## src/rtl/uart_tx_arbiter_if.sv

```systemverilog
// rtl/uart_tx_arbiter_if.sv - requester and transmitter handshake bundle for the UART TX arbiter
interface uart_tx_arbiter_if #(
    parameter int N_REQ      = 4,
    parameter int DATA_WIDTH = 8
);
    localparam int GW = (N_REQ > 1) ? $clog2(N_REQ) : 1;

    logic [N_REQ-1:0]            req;
    logic [N_REQ*DATA_WIDTH-1:0] req_data;
    logic [N_REQ-1:0]            ack;
    logic [DATA_WIDTH-1:0]       tx_data;
    logic                        tx_start;
    logic                        tx_busy;
    logic [GW-1:0]               grant_id;
    logic                        arb_busy;
    logic                        done;
    logic                        timeout_err;

    // Requesters plus transmitter side
    modport master (
        output req, req_data, tx_busy,
        input  ack, tx_data, tx_start, grant_id, arb_busy, done, timeout_err
    );

    // Arbiter side
    modport slave (
        input  req, req_data, tx_busy,
        output ack, tx_data, tx_start, grant_id, arb_busy, done, timeout_err
    );
endinterface

```

## src/rtl/uart_tx_arbiter.sv

```systemverilog
// rtl/uart_tx_arbiter.sv - round-robin arbiter sharing one UART transmitter among N_REQ producers
module uart_tx_arbiter #(
    parameter int N_REQ         = 4,
    parameter int DATA_WIDTH    = 8,
    parameter int START_TIMEOUT = 16
) (
    input  logic               clk,
    input  logic               reset,
    uart_tx_arbiter_if.slave   bus
);
    localparam int GW = $clog2(N_REQ);
    localparam int CW = $clog2(START_TIMEOUT);
    localparam logic [GW-1:0] LAST_RST = GW'(N_REQ - 1);
    localparam logic [CW-1:0] CNT_LAST = CW'(START_TIMEOUT - 1);

    typedef enum logic [1:0] {
        ST_ARB,
        ST_START,
        ST_SEND
    } state_t;

    state_t                  state_q, state_d;
    logic [GW-1:0]           last_q, last_d;
    logic [CW-1:0]           cnt_q, cnt_d;
    logic [N_REQ-1:0]        ack_q, ack_d;
    logic [DATA_WIDTH-1:0]   tx_data_q, tx_data_d;
    logic                    tx_start_q, tx_start_d;
    logic [GW-1:0]           grant_id_q, grant_id_d;
    logic                    arb_busy_q, arb_busy_d;
    logic                    done_q, done_d;
    logic                    timeout_q, timeout_d;

    logic                    found;
    logic [GW-1:0]           pick;
    logic [GW-1:0]           cand;
    logic [DATA_WIDTH-1:0]   pick_data;

    // Round-robin search: first set request after the last granted index, wrapping
    always_comb begin
        found = 1'b0;
        pick  = '0;
        cand  = '0;
        for (int k = 1; k <= N_REQ; k++) begin
            cand = GW'((int'(last_q) + k) % N_REQ);
            if (!found && bus.req[cand]) begin
                found = 1'b1;
                pick  = cand;
            end
        end
    end

    // Select the winning requester's byte with constant slices
    always_comb begin
        pick_data = '0;
        for (int i = 0; i < N_REQ; i++) begin
            if (pick == GW'(i)) begin
                pick_data = bus.req_data[i*DATA_WIDTH +: DATA_WIDTH];
            end
        end
    end

    // Next-state and registered-output logic; pulses default low every cycle
    always_comb begin
        state_d    = state_q;
        last_d     = last_q;
        cnt_d      = cnt_q;
        ack_d      = '0;
        tx_data_d  = tx_data_q;
        tx_start_d = tx_start_q;
        grant_id_d = grant_id_q;
        done_d     = 1'b0;
        timeout_d  = 1'b0;

        case (state_q)
            ST_ARB: begin
                if (found) begin
                    tx_data_d   = pick_data;
                    grant_id_d  = pick;
                    last_d      = pick;
                    ack_d[pick] = 1'b1;
                    tx_start_d  = 1'b1;
                    cnt_d       = '0;
                    state_d     = ST_START;
                end
            end
            ST_START: begin
                cnt_d = cnt_q + 1'b1;
                // A busy flag arriving on the last allowed cycle still wins
                if (bus.tx_busy) begin
                    tx_start_d = 1'b0;
                    state_d    = ST_SEND;
                end else if (cnt_q == CNT_LAST) begin
                    tx_start_d = 1'b0;
                    timeout_d  = 1'b1;
                    state_d    = ST_ARB;
                end
            end
            ST_SEND: begin
                if (!bus.tx_busy) begin
                    done_d  = 1'b1;
                    state_d = ST_ARB;
                end
            end
            default: begin
                state_d = ST_ARB;
            end
        endcase

        arb_busy_d = (state_d != ST_ARB);
    end

    // State and output registers
    always_ff @(posedge clk or negedge reset) begin
        if (!reset) begin
            state_q    <= ST_ARB;
            last_q     <= LAST_RST;
            cnt_q      <= '0;
            ack_q      <= '0;
            tx_data_q  <= '0;
            tx_start_q <= 1'b0;
            grant_id_q <= '0;
            arb_busy_q <= 1'b0;
            done_q     <= 1'b0;
            timeout_q  <= 1'b0;
        end else begin
            state_q    <= state_d;
            last_q     <= last_d;
            cnt_q      <= cnt_d;
            ack_q      <= ack_d;
            tx_data_q  <= tx_data_d;
            tx_start_q <= tx_start_d;
            grant_id_q <= grant_id_d;
            arb_busy_q <= arb_busy_d;
            done_q     <= done_d;
            timeout_q  <= timeout_d;
        end
    end

    assign bus.ack         = ack_q;
    assign bus.tx_data     = tx_data_q;
    assign bus.tx_start    = tx_start_q;
    assign bus.grant_id    = grant_id_q;
    assign bus.arb_busy    = arb_busy_q;
    assign bus.done        = done_q;
    assign bus.timeout_err = timeout_q;
endmodule

```

## src/flat_wrapper.sv

```systemverilog
// flat-port wrapper written by rule: the top's interface ports become plain ports
module uart_tx_arbiter_flat 
#(
    parameter int N_REQ         = 4,
    parameter int DATA_WIDTH    = 8,
    parameter int START_TIMEOUT = 16
)
  (clk, reset, bus_req, bus_req_data, bus_tx_busy, bus_ack, bus_tx_data, bus_tx_start, bus_grant_id, bus_arb_busy, bus_done, bus_timeout_err);
  uart_tx_arbiter_if #(.N_REQ(N_REQ), .DATA_WIDTH(DATA_WIDTH)) bus_i ();
  input  logic clk;
  input  logic reset;
  input wire logic [$bits(bus_i.req)-1:0] bus_req;
  input wire logic [$bits(bus_i.req_data)-1:0] bus_req_data;
  input wire logic [$bits(bus_i.tx_busy)-1:0] bus_tx_busy;
  output wire logic [$bits(bus_i.ack)-1:0] bus_ack;
  output wire logic [$bits(bus_i.tx_data)-1:0] bus_tx_data;
  output wire logic [$bits(bus_i.tx_start)-1:0] bus_tx_start;
  output wire logic [$bits(bus_i.grant_id)-1:0] bus_grant_id;
  output wire logic [$bits(bus_i.arb_busy)-1:0] bus_arb_busy;
  output wire logic [$bits(bus_i.done)-1:0] bus_done;
  output wire logic [$bits(bus_i.timeout_err)-1:0] bus_timeout_err;
  assign bus_i.req = bus_req;
  assign bus_i.req_data = bus_req_data;
  assign bus_i.tx_busy = bus_tx_busy;
  assign bus_ack = bus_i.ack;
  assign bus_tx_data = bus_i.tx_data;
  assign bus_tx_start = bus_i.tx_start;
  assign bus_grant_id = bus_i.grant_id;
  assign bus_arb_busy = bus_i.arb_busy;
  assign bus_done = bus_i.done;
  assign bus_timeout_err = bus_i.timeout_err;
  uart_tx_arbiter #(.N_REQ(N_REQ), .DATA_WIDTH(DATA_WIDTH), .START_TIMEOUT(START_TIMEOUT)) u_core (.clk(clk), .reset(reset), .bus(bus_i));
endmodule
```

## config.mk

```make
export PLATFORM = sky130hd
export DESIGN_NAME = uart_tx_arbiter_flat
export DESIGN_NICKNAME = d
export VERILOG_FILES = /design/src/rtl/uart_tx_arbiter_if.sv /design/src/rtl/uart_tx_arbiter.sv /design/src/flat_wrapper.sv
export SDC_FILE = /design/constraint.sdc
export NUM_CORES = 1
export LEC_CHECK = 0
export BUFFER_PORTS_ARGS = -buffer_cell sky130_fd_sc_hd__buf_2
export CAP_MARGIN = 20
export CORE_UTILIZATION = 30
export CTS_BUF_LIST = sky130_fd_sc_hd__clkbuf_8
export CTS_CLUSTER_SIZE = 20
export DETAILED_ROUTE_END_ITERATION = 7
export GPL_TIMING_DRIVEN = 0
export HOLD_SLACK_MARGIN = 0.06
export RECOVER_POWER = 100
export SKIP_LAST_GASP = 1
export SLEW_MARGIN = 10
export SYNTH_ARGS = -nofsm -noshare
export SYNTH_HDL_FRONTEND = slang
export SYNTH_SLANG_ARGS = --single-unit
export TNS_END_PERCENT = 20
```

## constraint.sdc

```tcl
create_clock -name clk -period 2.6 [get_ports clk]
set_clock_uncertainty 0.05 [all_clocks]
set_input_delay 0.26 -clock clk [delete_from_list [all_inputs] [get_ports clk]]
set_output_delay 0.26 -clock clk [all_outputs]
set_load 0.005 [all_outputs]
```

==> results of run 1 <==
==> layout by cell type, fill, tap and decap left out, types with 2 or more instances in the layout <==
master / n
nand2_1: 20
mux2_1: 2
dfrtp_1: 24
nor2b_1: 2
o21a_1: 2
clkbuf_1: 17
nand3_1: 5
nand2b_1: 4
o21ai_0: 6
buf_2: 41
inv_1: 3
o211ai_1: 2
mux2i_1: 15
o221ai_1: 6
nor2_1: 6
clkbuf_8: 4
==> stage by stage <==
stage          area [sq um]  worst slack, ns  power [mW]  std cells  hold slack [ns]
6_report               1689           0.4870       1.720        234           0.1247
5_1_grt                1689           0.3534       1.856        234           0.1350
4_1_cts                1725           0.7455       1.785        234           0.1267
3_5_place_dp           1660           0.7588       1.513        229           0.2572
3_3_place_gp           1660           0.7688       1.499        229           0.2485
2_1_floorplan          1318           0.9177       1.227        123         -0.08559
==> final cells by class <==
class                           instances  area [sq um]
Fill cell                             438          2426
Multi-Input combinational cell         90         613.1
Inverter                                3         11.26
Clock buffer                            4         55.05
Tap cell                               50         62.56
Timing Repair Buffer                   57         270.3
Sequential cell                        26         653.1
Buffer                                  4         23.77
==> power by group <==
group	total, mW	leakage, nW	internal (mW)	switching (mW)
registers	0.675	0.326	0.575	0.0998
logic	0.776	0.469	0.353	0.423
clock network	0.269	0.0288	0.136	0.133
total	1.72	0.824	1.06	0.655
==> worst max-delay path, cell delays in order (launching register included) <==
cell and delay, ns:
dfstp_1 0.65, nand3b_1 0.11, a31oi_1 0.21, clkbuf_1 0.47
nand3_1 0.13, mux2_1 0.32, o211ai_1 0.09
==> how the worst max path moves through the flow <==
stage	startpoint	endpoint	depth (start not counted)
global route	u_core.last_q[1]	u_core.bus.tx_data[7]	6
detailed placement	u_core.last_q[1]	u_core.bus.tx_data[7]	5
global placement	u_core.last_q[1]	u_core.bus.tx_data[5]	5
CTS	u_core.last_q[1]	u_core.bus.tx_data[7]	5
floorplan	u_core.last_q[1]	u_core.bus.tx_data[5]	5
finish	u_core.last_q[1]	u_core.bus.tx_data[7]	6
==> routing by layer <==
layer | GRT usage [%] | vias to the layer above | share of wire, %
li1 | - | 561 | -
met1 | 18.67 | 516 | 50
met2 | 20.22 | 25 | 46
met3 | 1.500 | 5 | 2.5
met4 | 7.031 | 0 | 1.9
met5 | 0 | - | 0
==> what timing repair did <==
| item | in CTS | in global routing |
|---|---|---|
| setup endpoints to repair | 0 | 0 |
| endpoints found under the hold margin | 24 | 0 |
| buffers inserted | 0 | 0 |
| hold buffers | 1 | 0 |
==> registers in the layout, summed over array words and instances, names as in the netlist <==
register,count
u_core.bus.tx_data,8
u_core.cnt_q,4
u_core.state_q,2
u_core.bus.arb_busy,1
u_core.bus.tx_start,1
u_core.bus.ack,4
u_core.bus.grant_id,2
u_core.bus.timeout_err,1
u_core.bus.done,1
u_core.last_q,2
==> logic make-up (layout without fill, tap and decap cells) <==
logic type | after synthesis | in the layout
flops | 26 | 26
compound gates | 25 | 25
fa+ha+maj | 1 | 1
simple gates | 47 | 47
buf+inv | 7 | 68
mux | 17 | 17
==> impl_results.md, run 1 <==
* Antenna Cells at 0
* Post-synthesis mux area share at a little over an eighth
* CP Class: flip-flop to flip-flop
* R2R Path Start: u_core.last_q[1]
* Syn Area/Cell at approximately 11 sq um
* Area Growth Syn to Fin at 28.21%
* Post-synthesis xor/xnor area fraction at 0%
* Max_cap viols at 0
* Maximum vdd drop at around 0.27 mV
* Yosys top cell by area: dfrtp_1
* Top cells by area, synth: dfrtp_1 46%, mux2i_1 11%, nand2_1 5.4%
* Grt total ovfl at 0
* Synthesized Nets at 163
* Hold path endpoint: u_core.bus.done
* CTS H-tree lvls at 1
* Critical path endpoint category: flip-flop
* Leak at 0.8237 nW
* First-pass GRT wire length at 4519 um
* Fraction of the mapped netlist area in compound gates at 14.53%
* Clk sinks at 26
* PortBufs at 56
* Layout Nets at 225
* Clock buffer depth at 2
* Detailed router's first-iteration violation count at 40
* R2R cell count at 6
* Largest net degree at the start of global routing at 27
* Routed Antenna Nets at 0
* Clock Pin Slew Worst Setup and Hold Paths at 0.09 ns
* Tot GR Track Use at 13.42%
* Yosys top cell area share at 45.58%
* FP Rows at 23
* Fin util at around 41%
* Max frequency at 0.4733 GHz
* Synth top cells by count: 24 x dfrtp_1, 19 x nand2_1, 15 x mux2i_1
* Period utilisation layout at between 80% and 90%
* Register bit total from synthesis at 26
* Slew @ Worst Pin at 1.458 ns
* EDFF count, synth at 0
* Synth Instances at 123
* Core ar. at about 4000 sq um
* Clock Latency Late Sink at 0.27 ns
* Worst R2R End: u_core.bus.tx_data[7]
* Worst hold start: bus_tx_busy
* Setup-failing EPs final at 0
* Placer Congestion at between 0.7 and 0.8
* Final Max Slew Viols at 0
* TritonCTS clock tree: done
* Fin. Hold Viols at 0
* Setup TNS at 0 ns
* Post_cts resized at 0
* First drt pass iteration count at 4
* Reg2reg setup slack at between 0.4 and 0.5 ns
* Adder-Cell Fraction of Synth Area at 0.9497%
* RSZ-0062 raised after global routing: no
* Initial Utilization at 32.02%
* Post-Route WL at 3092 um
* Synth warnings at 0
* Simple-gate share of the synthesized area at 18.80%
* Ratio of cells with drive above 1 in the final layout at 27.72%
* Critical Path AT at 2.26 ns
* Cell variety after synth at 38
* Async set-reset flop share out of synthesis at 100.0%
* Number of CTS-inserted buffers at 3
* Hold depth at 2
* DIE WIDTH at 68.27 um
* Number of global-route vias before repair at between 900 and 1,000
* Pwr per Cell Area at 1018 nW/um^2
* Final Critical Period at 2.113 ns
* WP data required at 2.75 ns
* Initial antenna violation count at 0
* CTS root buf: clkbuf_8
* Die Ht at 68.27 um
* Via/cell ratio at approximately 4.7
* Peak fanout along the critical path at 10
* Synthesized area at 1318 sq um
* Overall die area at 4661 sq um
* Primary FF master, synth: dfrtp_1
* IO Pins at 57
* DRC errors left at 0
* Startpoint types: flip-flop
* Post-synthesis sequential area ratio at slightly below 50%
* Via Count at 1,107
* Avg WL per Cell at 13.21 um
* Most frequent cell after synthesis: dfrtp_1
* Rel. slew slack at 2.794%
* Status: completed
* Final HPWL DP at 2342 um
* Worst Hold Class: input pin to flip-flop
* Main combinational cell family by area after synthesis: simple AND/OR/NAND/NOR gates
Note: power is estimated with default switching activity, not from simulation.
==> run 2, diff against run 1 <==
==> constraint.sdc (replaced) <==
create_clock -name clk -period 1.7 [get_ports clk]
set_clock_uncertainty 0.05 [all_clocks]
set_input_delay 0.17 -clock clk [delete_from_list [all_inputs] [get_ports clk]]
set_output_delay 0.17 -clock clk [all_outputs]
set_load 0.005 [all_outputs]
==> impl_results.md, run 2 (synthesized netlist as in run 1, its figures left out) <==
* Detailed router's first-iteration violation count at 32 (-20%)
* Most used cells in the layout excluding fill and tap cells: 41 x buf_2, 24 x dfrtp_1, 19 x nand2_1
* Final HPWL DP at 2342 um (unchanged)
* Maximum vdd drop at 0.4291 mV (+61%)
* Final Critical Period at 1.720 ns (-0.3932 ns)
* Max_cap viols at 0 (unchanged)
* Max reg flops at 8 (unchanged)
* Clock Pin Slew Worst Setup and Hold Paths at 0.09 ns (about the same)
* Fin. Hold Viols at 0 (unchanged)
* DIE WIDTH at 68.27 um (unchanged)
* P_sw at 1.063 mW (+62%)
* Setup WS post-layout at -0.01983 ns (-0.5068 ns)
* Routed Antenna Nets at 0 (unchanged)
* Setup-failing EPs final at 2 (+2)
* Largest net degree at the start of global routing at 27 (unchanged)
* Status: complete, but fails checks
* Max frequency at 0.5815 GHz (+23%)
* Slew @ Worst Pin at 0.6539 ns (-0.8042 ns)
* Core ar. at 4115 sq um (unchanged)
* M1 wire length at 1539 um (+0.33%)
* Post-Route WL at 3208 um (+3.8%)
* Violated checks: setup timing
* Slowest CP cell: dfstp_2
* Clk sinks at 26 (unchanged)
* Comb pwr share at 49.1% (+4.0 points)
* DRC errors left at 0 (unchanged)
* Tot GR Track Use at 13.63% (+0.21 points)
* Register share of total power at 36.4% (-2.9 points)
* Initial Utilization at 32.02% (unchanged)
* First-pass GRT wire length at 4609 um (+2.0%)
* Via Count at 1,147 (+3.6%)
* PortBufs at 56 (unchanged)
* Area Growth Syn to Fin at 37.23%
* Overall die area at 4661 sq um (unchanged)
* Rel. slew slack at 56.40% (+54 points)
* Pwr per Cell Area at 1570 nW/um^2 (+54%)
* Internal power at 1.776 mW (+67%)
* Startpoint types: flip-flop
* Initial antenna violation count at 0 (unchanged)
* Max incr delay on CP at 0.59 ns (-0.06 ns)
* FP Rows at 23 (unchanged)
* Antenna Cells at 0 (unchanged)
* Layout Nets at 234 (+4.0%)
* Fin util at 43.93% (+2.9 points)
* Final Max Slew Viols at 0 (unchanged)
* Number of CTS-inserted buffers at 3 (unchanged)
* Worst Hold Class: input pin to flip-flop
* WP data required at 1.85 ns (-0.90 ns)
* Via/cell ratio at 4.720 (-0.22%)
* CTS H-tree lvls at 1 (unchanged)
* Clock Latency Late Sink at 0.27 ns (about the same)
* Clock share of power at 14.5% (-1.1 points)
* Switching share of power at 37.43% (-0.67 points)
* Placer Congestion at 0.7433 (unchanged)
* Met2 wire len at 1527 um (+7.5%)
* Reg2reg setup slack at -0.02 ns (-0.51 ns)
* Ratio of cells with drive above 1 in the final layout at 34.72% (+7.0 points)
* Leak at 0.8913 nW (+8.2%)
* Avg WL per Cell at 13.20 um (about the same)
* IO Pins at 57 (unchanged)
* Die Ht at 68.27 um (unchanged)
* Hold_ws at 0.1536 ns (+0.02885 ns)
* First drt pass iteration count at 4 (unchanged)
* Number of global-route vias before repair at 989 (+3.0%)
* Grt total ovfl at 0 (unchanged)
* Cell mode on critical path: buf_4
* RSZ-0062 raised after global routing: yes
* Period utilisation layout at 101.2% (+20 points)
* CP cell instances: buf_4 -> nand2b_1 -> a31oi_4 -> buf_4 -> or2b_1 -> o211ai_1
* Setup TNS at -0.03951 ns (-0.03951 ns)
* Clock buffer depth at 2 (unchanged)
* TritonCTS clock tree: done
* CP Class: flip-flop to flip-flop
* WL met3 at 90 um (+17%)
* Highest routed layer: met4
* Peak fanout along the critical path at 5 (-5)
* CTS root buf: clkbuf_8
* Critical Path AT at 1.87 ns (-0.39 ns)
* Most common cell after layout, fill and taps aside: buf_2
* Worst slack at placement at -0.1412 ns (-0.9000 ns)
* Critical path endpoint category: flip-flop
==> run 2: changes by cell type in the layout (fill, tap and decap cells not counted), sizes merged <==
| cell | delta |
|---|---|
| buf | +10 |
| clkbuf | -2 |
| dlygate4sd3 | +1 |
==> run 2: area by class of cell <==
class / count / area (sq um)
Sequential cell: 26 / 653.1
Timing Repair Buffer: 66 / 345.3
Clock buffer: 4 / 55.05
Buffer: 4 / 35.03
Tap cell: 50 / 62.56
Multi-Input combinational cell: 90 / 645.6
Inverter: 3 / 11.26
Fill cell: 428 / 2307
==> run 2: final timing paths <==
| path | start | to | depth (start not counted) |
|---|---|---|---|
| max | u_core.last_q[1] | u_core.bus.tx_data[5] | 6 |
| min | bus_req_data[15] | u_core.bus.tx_data[7] | 3 |
| max reg2reg | u_core.last_q[1] | u_core.bus.tx_data[5] | 6 |
| min reg2reg | u_core.bus.tx_data[1] | u_core.bus.tx_data[1] | 2 |
| max in group asynchronous | reset | u_core.cnt_q[2] | 2 |
| min in group asynchronous | reset | u_core.bus.tx_data[5] | 2 |
==> run 2: stage by stage <==
step	area (sq um)	cells	power (mW)
5_1_grt	1808	243	3.051
3_5_place_dp	1660	229	2.314
6_report	1808	243	2.839
4_1_cts	1785	240	2.823
2_1_floorplan	1318	123	1.877
3_3_place_gp	1660	229	2.293
==> run 2: repair_timing <==
item / CTS / global route
hold endpoints to repair: 26 / 0
pin swaps: 1 / 0
setup buffers: 5 / 2
cloned: 0 / 1
resized for setup: 3 / 6
hold buffers: 2 / 0
setup endpoints to repair: 8 / 10
==> run 2: per-layer routing <==
metal / global-route usage [%] / vias up
met3: 1.500 / 4
met5: 0 / -
li1: - / 577
met4: 7.031 / 0
met1: 18.77 / 542
met2: 20.83 / 24
==> run 2: worst max-delay path, delay by kind of cell, from the launching register on <==
family,cells,cell delay (ns)
flops,1,0.59
simple gates,2,0.41
buf+inv,2,0.31
compound gates,2,0.29
==> run 2: power by group through the flow <==
stage	clock network, mW	logic [mW]	registers, mW
final	0.411	1.39	1.03
after floorplan	0	0.830	1.05
after global placement	0	1.25	1.04
after global routing	0.450	1.53	1.07
after detailed placement	0	1.27	1.05
after CTS	0.426	1.36	1.04
==> run 3, diff against run 2 <==
--- a/config.mk
+++ b/config.mk
@@ -7,13 +7,15 @@
 export LEC_CHECK = 0
 export BUFFER_PORTS_ARGS = -buffer_cell sky130_fd_sc_hd__buf_2
 export CAP_MARGIN = 20
-export CORE_UTILIZATION = 30
+export CORE_UTILIZATION = 40
 export CTS_BUF_LIST = sky130_fd_sc_hd__clkbuf_8
 export CTS_CLUSTER_SIZE = 20
 export DETAILED_ROUTE_END_ITERATION = 7
 export GPL_TIMING_DRIVEN = 0
 export HOLD_SLACK_MARGIN = 0.06
+export PLACE_DENSITY = 0.72
 export RECOVER_POWER = 100
+export SETUP_SLACK_MARGIN = 0.3
 export SKIP_LAST_GASP = 1
 export SLEW_MARGIN = 10
 export SYNTH_ARGS = -nofsm -noshare
==> impl_results.md, run 3 (synthesized netlist as in run 1, its figures left out) <==
* Worst slack at placement at -0.1369 ns (+0.004293 ns)
* Most common cell after layout, fill and taps aside: buf_2
* Violated checks: setup timing
* Status: complete, but fails checks
* Fin. Hold Viols at 0 (unchanged)
* Maximum vdd drop at 0.6839 mV (+59%)
* Cell area after layout at 1884 sq um (+4.2%)
* Detailed router's first-iteration violation count at 14 (-56%)
* Layout Nets at 231 (-1.3%)
* Total Power at 3.031 mW (+6.8%)
* Area Growth Syn to Fin at 43.02%
* Clock Latency Late Sink at 0.27 ns (about the same)
* Hold_ws at 0.1557 ns (+0.002161 ns)
* Max reg flops at 8 (unchanged)
* Overall die area at 3527 sq um (-24%)
* PortBufs at 56 (unchanged)
* DIE WIDTH at 59.39 um (-13%)
* Placer Congestion at 0.7061 (-5.0%)
* Final Max Slew Viols at 0 (unchanged)
* Via Count at 1,171 (+2.1%)
* Fin util at 61.22% (+17 points)
* Number of global-route vias before repair at 1,126 (+14%)
* CTS H-tree lvls at 1 (unchanged)
* Core ar. at 3078 sq um (-25%)
* Post-DP Area at 1667 sq um (+0.38%)
* Antenna Cells at 0 (unchanged)
* Max frequency at 0.5775 GHz (-0.68%)
* First drt pass iteration count at 4 (unchanged)
* Period utilisation layout at 101.9% (+0.69 points)
* IO Pins at 57 (unchanged)
* Critical Path AT at 1.87 ns (about the same)
* Slew @ Worst Pin at 0.6153 ns (-0.03859 ns)
* Worst Hold Class: input pin to flip-flop
* Largest net degree at the start of global routing at 27 (unchanged)
* Via/cell ratio at 5.004 (+6.0%)
* Initial Utilization at 42.80% (+11 points)
* Avg WL per Cell at 13.31 um (+0.80%)
* Clk sinks at 26 (unchanged)
* Tot GR Track Use at 19.47% (+5.8 points)
* Leak at 0.9255 nW (+3.8%)
* Grt total ovfl at 0 (unchanged)
* CTS root buf: clkbuf_8
* Final Critical Period at 1.732 ns (+0.01176 ns)
* Final HPWL DP at 2247 um (-4.0%)
* Clock Pin Slew Worst Setup and Hold Paths at 0.09 ns (about the same)
* Rel. slew slack at 58.98% (+2.6 points)
* Critical path endpoint category: flip-flop
* Peak fanout along the critical path at 7 (+2)
* First-pass GRT wire length at 5016 um (+8.8%)
* Post-Route WL at 3114 um (-2.9%)
* CP Class: flip-flop to flip-flop
* Die Ht at 59.39 um (-13%)
* TritonCTS clock tree: done
* Setup-failing EPs final at 4 (+2)
* Startpoint types: flip-flop
* Number of CTS-inserted buffers at 3 (unchanged)
* Max_cap viols at 0 (unchanged)
* Setup WS post-layout at -0.03159 ns (-0.01176 ns)
* Clock buffer depth at 2 (unchanged)
* WP data required at 1.84 ns (about the same)
* Routed Antenna Nets at 0 (unchanged)
* RSZ-0062 raised after global routing: yes
* FP Rows at 20 (-13%)
* DRC errors left at 0 (unchanged)
* Most used cells in the layout excluding fill and tap cells: 48 x buf_2, 24 x dfrtp_1, 19 x nand2_1
* Initial antenna violation count at 0 (unchanged)
* Pwr per Cell Area at 1609 nW/um^2 (+2.4%)
* Ratio of cells with drive above 1 in the final layout at 42.63% (+7.9 points)
[run 3: changes by cell type in the layout (fill, tap and decap cells not counted), moves of 5 or more]
| cell | delta |
|---|---|
| o221ai_2 | +6 |
| o221ai_1 | -6 |
| buf_2 | +7 |
| buf_4 | -5 |
| clkbuf_1 | -6 |
[run 3: critical path, stage by stage, from the launching register on]
cell	delay [ns]
dfstp_2	0.61
mux2i_1	0.22
o22ai_2	0.10
a21oi_4	0.16
buf_12	0.14
mux2_4	0.29
o211ai_1	0.08
[run 3: what timing repair did]
item,4_1_cts,5_1_grt
resized for setup,13,7
endpoints found under the setup margin,16,17
pin swaps,0,3
setup buffers,3,0
hold buffers,2,0
gates cloned,2,0
hold endpoints to repair,26,0
[run 3: final timing paths]
path / start / end / slack (ns) / depth (start not counted)
worst min-delay path: bus_req_data[15] / u_core.bus.tx_data[7] / 0.16 / 3
max in group asynchronous: reset / u_core.cnt_q[0] / 0.82 / 2
min in group asynchronous: reset / u_core.bus.ack[2] / 0.39 / 2
worst max-delay path: u_core.last_q[1] / u_core.bus.tx_data[5] / -0.03 / 6
worst min register to register: u_core.bus.grant_id[1] / u_core.bus.grant_id[1] / 0.43 / 2
worst max register to register: u_core.last_q[1] / u_core.bus.tx_data[5] / -0.03 / 6
[run 3: power by group]
| group | internal [mW] | switching, mW |
|---|---|---|
| sequential | 0.884 | 0.163 |
| clock | 0.207 | 0.188 |
| combinational | 0.805 | 0.784 |
| total | 1.90 | 1.13 |
[run 3: area by class of cell]
| cell class | instances | area (sq um) |
|---|---|---|
| Tap cell | 44 | 55.05 |
| Multi-Input combinational cell | 90 | 706.9 |
| Sequential cell | 26 | 653.1 |
| Clock buffer | 4 | 55.05 |
| Fill cell | 277 | 1194 |
| Inverter | 3 | 11.26 |
| Buffer | 4 | 38.79 |
| Timing Repair Buffer | 63 | 364.1 |
[run 3: layer usage]
metal | GRT usage [%] | up-vias | routed length (um)
li1 | - | 573 | -
met1 | 24.23 | 556 | 1309
met2 | 33.55 | 36 | 1612
met3 | 3.275 | 6 | 128
met4 | 7.483 | 0 | 65
met5 | 0 | - | 0
[run 3: per-stage QoR]
step           std cells  setup TNS (ns)
3_3_place_gp         223         -0.5546
5_1_grt              234         -0.7988
3_5_place_dp         223         -0.9305
2_1_floorplan        123               0
6_report             234        -0.06282
4_1_cts              234        -0.06525
